===== src/rtl/bullet_red_ctl.sv =====
// bullet_red_ctl: spawns, advances and retires the red tank's bullet once per frame tick
module bullet_red_ctl #(
  parameter int SCREEN_W      = 800,
  parameter int SCREEN_H      = 600,
  parameter int SPEED         = 4,
  parameter int TANK_W        = 64,
  parameter int BULLET_SIZE   = 4,
  parameter int RELOAD_FRAMES = 60
) (
  input  logic       clk,
  input  logic       rst,
  input  logic       vblnk,
  input  logic       fire,
  input  logic [9:0] xpos_tank_red,
  input  logic [9:0] ypos_tank_red,
  input  logic [1:0] dir_red,
  input  logic [9:0] xpos_tank_our,
  input  logic [9:0] ypos_tank_our,
  output logic [9:0] xpos_bullet_red,
  output logic [9:0] ypos_bullet_red,
  output logic       tank_enemy_hit_us,
  output logic       busy
);
  localparam int CW = $clog2(RELOAD_FRAMES + 2);
  localparam logic [CW-1:0] RL = CW'(RELOAD_FRAMES == 0 ? 1 : RELOAD_FRAMES);
  localparam logic [9:0] OFF = 10'(TANK_W / 2 - BULLET_SIZE / 2);
  localparam logic signed [10:0] SP = 11'(SPEED);
  localparam logic signed [10:0] XMAX = 11'(SCREEN_W - BULLET_SIZE);
  localparam logic signed [10:0] YMAX = 11'(SCREEN_H - BULLET_SIZE);
  localparam logic [11:0] BS = 12'(BULLET_SIZE);
  localparam logic [11:0] TW = 12'(TANK_W);
  typedef enum logic [1:0] {IDLE = 2'd0, FLY = 2'd1, RELOAD = 2'd2} state_t;
  state_t state_q, state_d;
  logic vblnk_q, tick, hit_q, hit_d, out, ovl;
  logic [1:0] dir_q, dir_d;
  logic [9:0] x_q, x_d, y_q, y_d;
  logic [CW-1:0] cnt_q, cnt_d;
  logic signed [10:0] sx, sy, nx, ny;
  logic [11:0] nxe, nye, xt, yt;
  assign tick = vblnk & ~vblnk_q;
  assign sx = $signed({1'b0, x_q});
  assign sy = $signed({1'b0, y_q});
  assign nx = dir_q == 2'b01 ? sx + SP : dir_q == 2'b11 ? sx - SP : sx;
  assign ny = dir_q == 2'b10 ? sy + SP : dir_q == 2'b00 ? sy - SP : sy;
  assign out = nx[10] | ny[10] | (nx > XMAX) | (ny > YMAX);
  // overlap is only meaningful for in-bounds (non-negative) positions; out takes priority
  assign nxe = {1'b0, nx};
  assign nye = {1'b0, ny};
  assign xt = {2'b00, xpos_tank_our};
  assign yt = {2'b00, ypos_tank_our};
  assign ovl = (nxe + BS > xt) && (nxe < xt + TW) && (nye + BS > yt) && (nye < yt + TW);
  always_comb begin
    state_d = state_q;
    x_d     = x_q;
    y_d     = y_q;
    dir_d   = dir_q;
    cnt_d   = cnt_q;
    hit_d   = 1'b0;
    case (state_q)
      IDLE: begin
        x_d   = fire ? xpos_tank_red + OFF : 10'd0;
        y_d   = fire ? ypos_tank_red + OFF : 10'd0;
        dir_d = fire ? dir_red : dir_q;
        cnt_d = '0;
        state_d = fire ? FLY : IDLE;
      end
      FLY: if (tick) begin
        x_d     = (out | ovl) ? 10'd0 : nx[9:0];
        y_d     = (out | ovl) ? 10'd0 : ny[9:0];
        cnt_d   = (out | ovl) ? RL : cnt_q;
        hit_d   = ~out & ovl;
        state_d = (out | ovl) ? RELOAD : FLY;
      end
      RELOAD: if (tick) begin
        cnt_d   = cnt_q <= 1 ? '0 : cnt_q - 1'b1;
        state_d = cnt_q <= 1 ? IDLE : RELOAD;
      end
      default: begin
        state_d = IDLE;
        x_d     = 10'd0;
        y_d     = 10'd0;
        cnt_d   = '0;
      end
    endcase
  end
  always_ff @(posedge clk or negedge rst) begin
    if (!rst) begin
      state_q <= IDLE;
      vblnk_q <= 1'b0;
      x_q     <= 10'd0;
      y_q     <= 10'd0;
      dir_q   <= 2'b00;
      cnt_q   <= '0;
      hit_q   <= 1'b0;
    end else begin
      state_q <= state_d;
      vblnk_q <= vblnk;
      x_q     <= x_d;
      y_q     <= y_d;
      dir_q   <= dir_d;
      cnt_q   <= cnt_d;
      hit_q   <= hit_d;
    end
  end
  assign xpos_bullet_red   = x_q;
  assign ypos_bullet_red   = y_q;
  assign tank_enemy_hit_us = hit_q;
  assign busy              = state_q == FLY || state_q == RELOAD;
endmodule


===== config.mk =====
export PLATFORM = sky130hd
export DESIGN_NAME = bullet_red_ctl
export DESIGN_NICKNAME = d
export VERILOG_FILES = /design/src/rtl/bullet_red_ctl.sv
export SDC_FILE = /design/constraint.sdc
export NUM_CORES = 1
export LEC_CHECK = 0
export BUFFER_PORTS_ARGS = -buffer_cell sky130_fd_sc_hd__buf_2
export CAP_MARGIN = 20
export CORE_AREA = 4 4 99 101
export DETAILED_ROUTE_END_ITERATION = 8
export DIE_AREA = 0 0 103 105
export PLACE_DENSITY = 0.66
export SYNTH_ARGS = -nofsm -noshare
export SYNTH_HDL_FRONTEND = slang
export SYNTH_SLANG_ARGS = --single-unit

===== constraint.sdc =====
create_clock -name clk -period 12.2 [get_ports clk]
set_clock_uncertainty 0.15 [all_clocks]
set_input_delay 1.22 -clock clk [delete_from_list [all_inputs] [get_ports clk]]
set_output_delay 1.22 -clock clk [all_outputs]
set_load 0.02 [all_outputs]

# After elaboration in Yosys (flattened, before gate mapping)
# Index checks and enable logic that the tools add are counted.
# word_totals
ff_bits	32
input_bits	46
out_inout_bits	22
elab_cells	77
# classes
addsub	11
n_lt_le_gt_ge	7
eq_ne	8
mux	25
bitwise	9
reduce_logical	10
# ops
cell	count
$mux 10	6
$pmux 10 s3	2
$mux 11	4
$add 11x3->12 const B	2
$gt 12x10->1	2
$mux 6	4
$add 10x3->11 const B	2
$add 10x7->11 const B	2
$gt 11x11->1 const B	2
$lt 11x11->1	2
$sub 10x3->11 const B	2
$add 10x5->10 const B	2
$pmux 6 s2	1
$mux 2	4
$eq 2x2->1 const B	3
$le 6x1->1 const B	1
$ne 2x2->1 const B	3
$pmux 2 s3	1
$reduce_and 2->1	3
$sub 6x1->6 const B	1
$eq 2x1->1 const B	2
$logic_not 2->1	2
$or 1x1->1	4
$logic_and 1x1->1	3
5 further kinds	10

# Depth between registers and ports, before layout
# logic_depth
ltp_word	12
mapped_depth	19

# Least setup slack after synthesis
# Ideal clock, no wire load.
# synth_path
path_type	register to register
start	register y_q[2] (netlist: ypos_bullet_red[2])
end	register cnt_q[5]
arrival_ns	3.861
t_required_ns	11.929
slack_ns	8.068
stages_incl_launch_ff	17
path_cell_list	dfrtp_1 -> buf_6 -> inv_1 -> ha_1 -> or4b_4 -> nor3_1 -> o21ai_0 -> xnor2_2 -> ha_1 -> o2111ai_1 -> nor2_1 -> a2111oi_0 -> o31a_1 -> o21ai_0 -> a221o_2 -> a221o_1 -> a22o_1
# synth_between
elab_chain_cells	10
# synth_rtl
item	line	text
start, declared	36	logic [9:0] x_q, x_d, y_q, y_d;
start signal, assigned	99	y_q <= y_d;
$sub 10x3->11	44	assign ny = dir_q == 2'b10 ? sy + SP : dir_q == 2'b00 ? sy - SP : sy;
$mux 11	44	
$mux 11 (*)	44	
$add 11x3->12	51	assign ovl = (nxe + BS > xt) && (nxe < xt + TW) && (nye + BS > yt) && (nye < yt + TW);
$gt 12x10->1	51	
$logic_and 1x1->1 (2 in a row)	51	
$or 1x1->1 (*)	70	cnt_d = (out | ovl) ? RL : cnt_q;
$ne 2x2->1 (no source line) (*)	--	
$reduce_and 3->1 (no source line) (*)	--	
end signal, assigned	101	cnt_q <= cnt_d;
end, declared	37	logic [CW-1:0] cnt_q, cnt_d;
# Every way passes the cells marked *; elsewhere a longest branch is shown, timed or not.
# A chain may end at the register's enable or synchronous reset.

# Final worst setup path
# layout_path
start	register dir_q[0]
end	register x_q[1] (netlist: xpos_bullet_red[1])
# layout_between
elab_chain_cells	12
# layout_rtl
item	line	text
start, declared	35	logic [1:0] dir_q, dir_d;
start signal, assigned	100	dir_q <= dir_d;
$eq 2x2->1	43	assign nx = dir_q == 2'b01 ? sx + SP : dir_q == 2'b11 ? sx - SP : sx;
$mux 11 (2 in a row)	43	
$add 11x3->12	51	
$gt 12x10->1	51	
$logic_and 1x1->1 (3 in a row)	51	
$or 1x1->1	68	x_d = (out | ovl) ? 10'd0 : nx[9:0];
$mux 10 (*)	68	
$mux 10 (*)	67	FLY: if (tick) begin
$pmux 10 s3 (*)	59	case (state_q)
end signal, assigned	90	x_q <= 10'd0;
end signal, assigned	98	x_q <= x_d;
end, declared	36	
# Every way passes the cells marked *; elsewhere a longest branch is shown, timed or not. The select of a mux whose other input is x is not followed.

==> impl_metrics.csv <==
group,metric,value,unit
global_routing,grt_pass1_vias,3519,
worst_setup_path,r2r_setup_slack,7.41,ns
sta,fin_tns_setup,0,ns
final_layout,n_fill_cell,892,
clocking,cts_buffers,5,
sta,setup_viol,0,
worst_setup_path,slowest_delay,0.89,ns
yosys,async_flop_share,100.0,%
final_layout,n_antenna_cell,0,
worst_setup_path,worstPathRequired,12.23,ns
power,leakagePower,2.164,nW
worst_setup_path,worst_path_max_delay_cell,"dfrtp_1",
yosys,synth.top_cell.area_share,20.33,%
yosys,synth-edff-count,0,
sta,final_max_slew_viol_count,0,
place,routabilityCongestion,0.9441,
global_routing,grtUsageTotal,20.02,%
floorplan,io_pins,68,
worst_setup_path,start_kind,"flip-flop",
power,ir_worst_vdd,0.1329,mV
yosys,ys_ff_latch,32,
yosys,synthTopCellsByArea,"dfrtp_1, ha_1, xnor2_1",
worst_setup_path,arrival,4.82,ns
hold_path,hold_class,"flip-flop to flip-flop",
final_layout,nets,632,
yosys,avgSynthCellArea,8.327,um2
yosys,ys_seq_area_share,20.33,%
final_layout,area_growth_syn_to_layout,12.45,%
floorplan,coreArea,9021,um2
yosys,yosys.area.top_type,"dfrtp_1",
clocking,cts_tree,"built",
worst_setup_path,r2r_end,"xpos_bullet_red[1]",
drt,dr_total_vias,3716,
place,dp_cells,635,
global_routing,grt_max_degree,33,
sta,tightestPinTransition,1.059,ns
worst_setup_path,endpoint_kind,"flip-flop",
worst_setup_path,reg2reg_from,"dir_q[0]",
drt,dr.pass1.iters,5,
clocking,clock_latency,0.29,ns
clocking,clock-sinks,32,
worst_setup_path,cp-startpoint,"dir_q[0]",
yosys,synth.distinct_cells,70,
final_layout,drive_above_1_share,17.48,%
sta,slew_headroom,29.13,%
sta,rsz0062_at_grt,"no",
final_layout,mostFrequentLayoutCells,"buf_2, ha_1, inv_1",
yosys,syn-num-nets,574,
final_layout,final_common_cell,"buf_2",
floorplan,start_util,43.66,%
clocking,clk_path_buf_depth,2,
worst_setup_path,crit_top_cell,"xor2_1",
sta,hold_viol_final,0,
yosys,syn_area,3939,um2
power,powerDensity,263.8,nW/um2
drt,ant_nets,0,
yosys,syn_inst,473,
floorplan,core.rowCount,35,
floorplan,dieArea,10820,um2
drt,wl_per_cell,16.47,um
floorplan,die_w,103,um
hold_path,hold_path_depth,1,
global_routing,globalRouteOverflowTotal,0,
clocking,path_clk_slew,0.07,ns
outcome,outcome,"completed",
clocking,cts_hold_buf,0,
worst_setup_path,endpoint,"xpos_bullet_red[1]",
drt,drc,0,
clocking,cts_resized,0,
floorplan,die-height,105,um
clocking,cts-htree-levels,2,
run,drv_cap,0,
drt,drt-total-wl,10590,um
clocking,cts_setup_buffers,0,
drt,via_per_inst,5.779,
clocking,ctsRootBufferMaster,"clkbuf_8",
yosys,synth_top_flop_cell,"dfrtp_1",
global_routing,antenna_found_initial,0,
place,hpwl,8529,um
worst_setup_path,crit_path_max_fanout,23,
drt,drt_iter0_drc,259,
global_routing,grt_pass1_wl,17480,um
sta,post-route-period-util,39.28,%
worst_setup_path,worstSetupPathType,"flip-flop to flip-flop",
worst_setup_path,r2r_cells,13,
yosys,yosysWarnings,0,
worst_setup_path,worstPathCellList,"nor4b_1 > a32oi_1 > xor2_1 > nor4_1 > xor2_1 > ha_1 > and3_1 > nand3_1 > or3_1 > o31ai_1 > a221o_2 > nand2_2 > a22o_1",
sta,fmax,208.7,MHz
final_layout,layout.cells.non_filler,643,
sta,period_needed,4.792,ns
place,io_buffers,67,
## layer usage
metal | GRT usage (%) | part of all wire (%) | vias up
li1 | - | - | 1846
met4 | 3.885 | 1.1 | 0
met1 | 28.27 | 48 | 1758
met2 | 32.49 | 46 | 101
met3 | 2.737 | 4.5 | 11
met5 | 0 | 0 | -
## Yosys cell counts (3+ instances only)
library cell and n:
ha_1 55, inv_1 47, nor2_1 34, dfrtp_1 32, nand3_1 27, nand2_1 25, o21ai_0 23, xnor2_1 21
xor2_1 16, a21oi_1 14, nor3_1 11, a31oi_1 10, o31ai_1 8, and3_1 7, buf_2 7, nand4_1 7
or3_1 7, clkbuf_1 6, o211ai_1 6, a211oi_1 5, a21o_1 5, a22o_1 5, mux2i_1 4, nand2b_1 4
nor2b_1 4, o21ai_1 4, a2111oi_0 3, a211o_1 3, a22oi_1 3, a311oi_1 3, a41oi_1 3, buf_6 3
nor3b_1 3, o21a_1 3, xnor2_2 3
## per-stage QoR
stage / setup WS, ns / power (W) / instance area (um2) / hold WS, ns / util [%]
after detailed placement: 7.485 / 0.001062 / 4322 / 0.3648 / 47.91
final: 7.408 / 0.001168 / 4429 / 0.3960 / 49.10
after CTS: 7.479 / 0.001171 / 4429 / 0.3878 / 49.10
after global routing: 6.953 / 0.001292 / 4429 / 0.4210 / 49.10
after floorplan: 8.068 / 0.0008554 / 3939 / 0.3389 / -
after global placement: 7.492 / 0.001046 / 4322 / 0.3709 / 47.91
## worst max-delay path: cells and delay by family (launching register included)
| family | cells | cell delay, ns |
|---|---|---|
| flip-flops | 1 | 0.89 |
| AO/OA/AOI/OAI | 4 | 1.08 |
| adder cells (fa/ha/maj) | 1 | 0.31 |
| XOR/XNOR | 2 | 0.77 |
| AND/OR/NAND/NOR | 6 | 1.47 |
## state kept, by name, indices dropped and copies added, names as in the netlist
name               cells
vblnk_q                1
ypos_bullet_red       10
tank_enemy_hit_us      1
dir_q                  2
cnt_q                  6
state_q                2
xpos_bullet_red       10
## report_power, final
| group | total [W] | leakage [nW] | internal [W] | switching, W |
|---|---|---|---|---|
| Combinational | 0.000834 | 1.70 | 0.000332 | 0.000502 |
| Clock | 0.000103 | 0.0552 | 0.0000606 | 0.0000423 |
| Sequential | 0.000232 | 0.414 | 0.000146 | 0.0000859 |
| Total | 0.00117 | 2.16 | 0.000538 | 0.000630 |
## cell type report
cell class	count	area, um2	area share [%]
inverter	47	176.4	3.983
tap	111	138.9	3.136
sequential	32	800.8	18.08
clock buffer	6	72.57	1.638
clock inverter	2	35.03	0.7910
multi-input combinational	378	2870	64.80
timing repair buffer	67	335.3	7.571
## worst min path at each step
stage / slack [ns] / from / to
2_1_floorplan: 0.34 / cnt_q[5] / cnt_q[5]
3_3_place_gp: 0.37 / cnt_q[5] / cnt_q[5]
3_5_place_dp: 0.36 / cnt_q[5] / cnt_q[5]
4_1_cts: 0.39 / cnt_q[5] / cnt_q[5]
5_1_grt: 0.42 / cnt_q[5] / cnt_q[5]
6_report: 0.40 / cnt_q[5] / cnt_q[5]
## cells by family (layout without fill, tap and decap cells)
kind of cell	Yosys count	in the layout	synth area share, %
simple gates	147	147	19.54
flops	32	32	20.33
compound gates	126	126	23.35
mux	8	8	2.224
xor+xnor	42	42	10.29
buf+inv	63	122	6.798
fa+ha+maj	55	55	17.47
No activity file was read; power rests on OpenSTA's default activity.
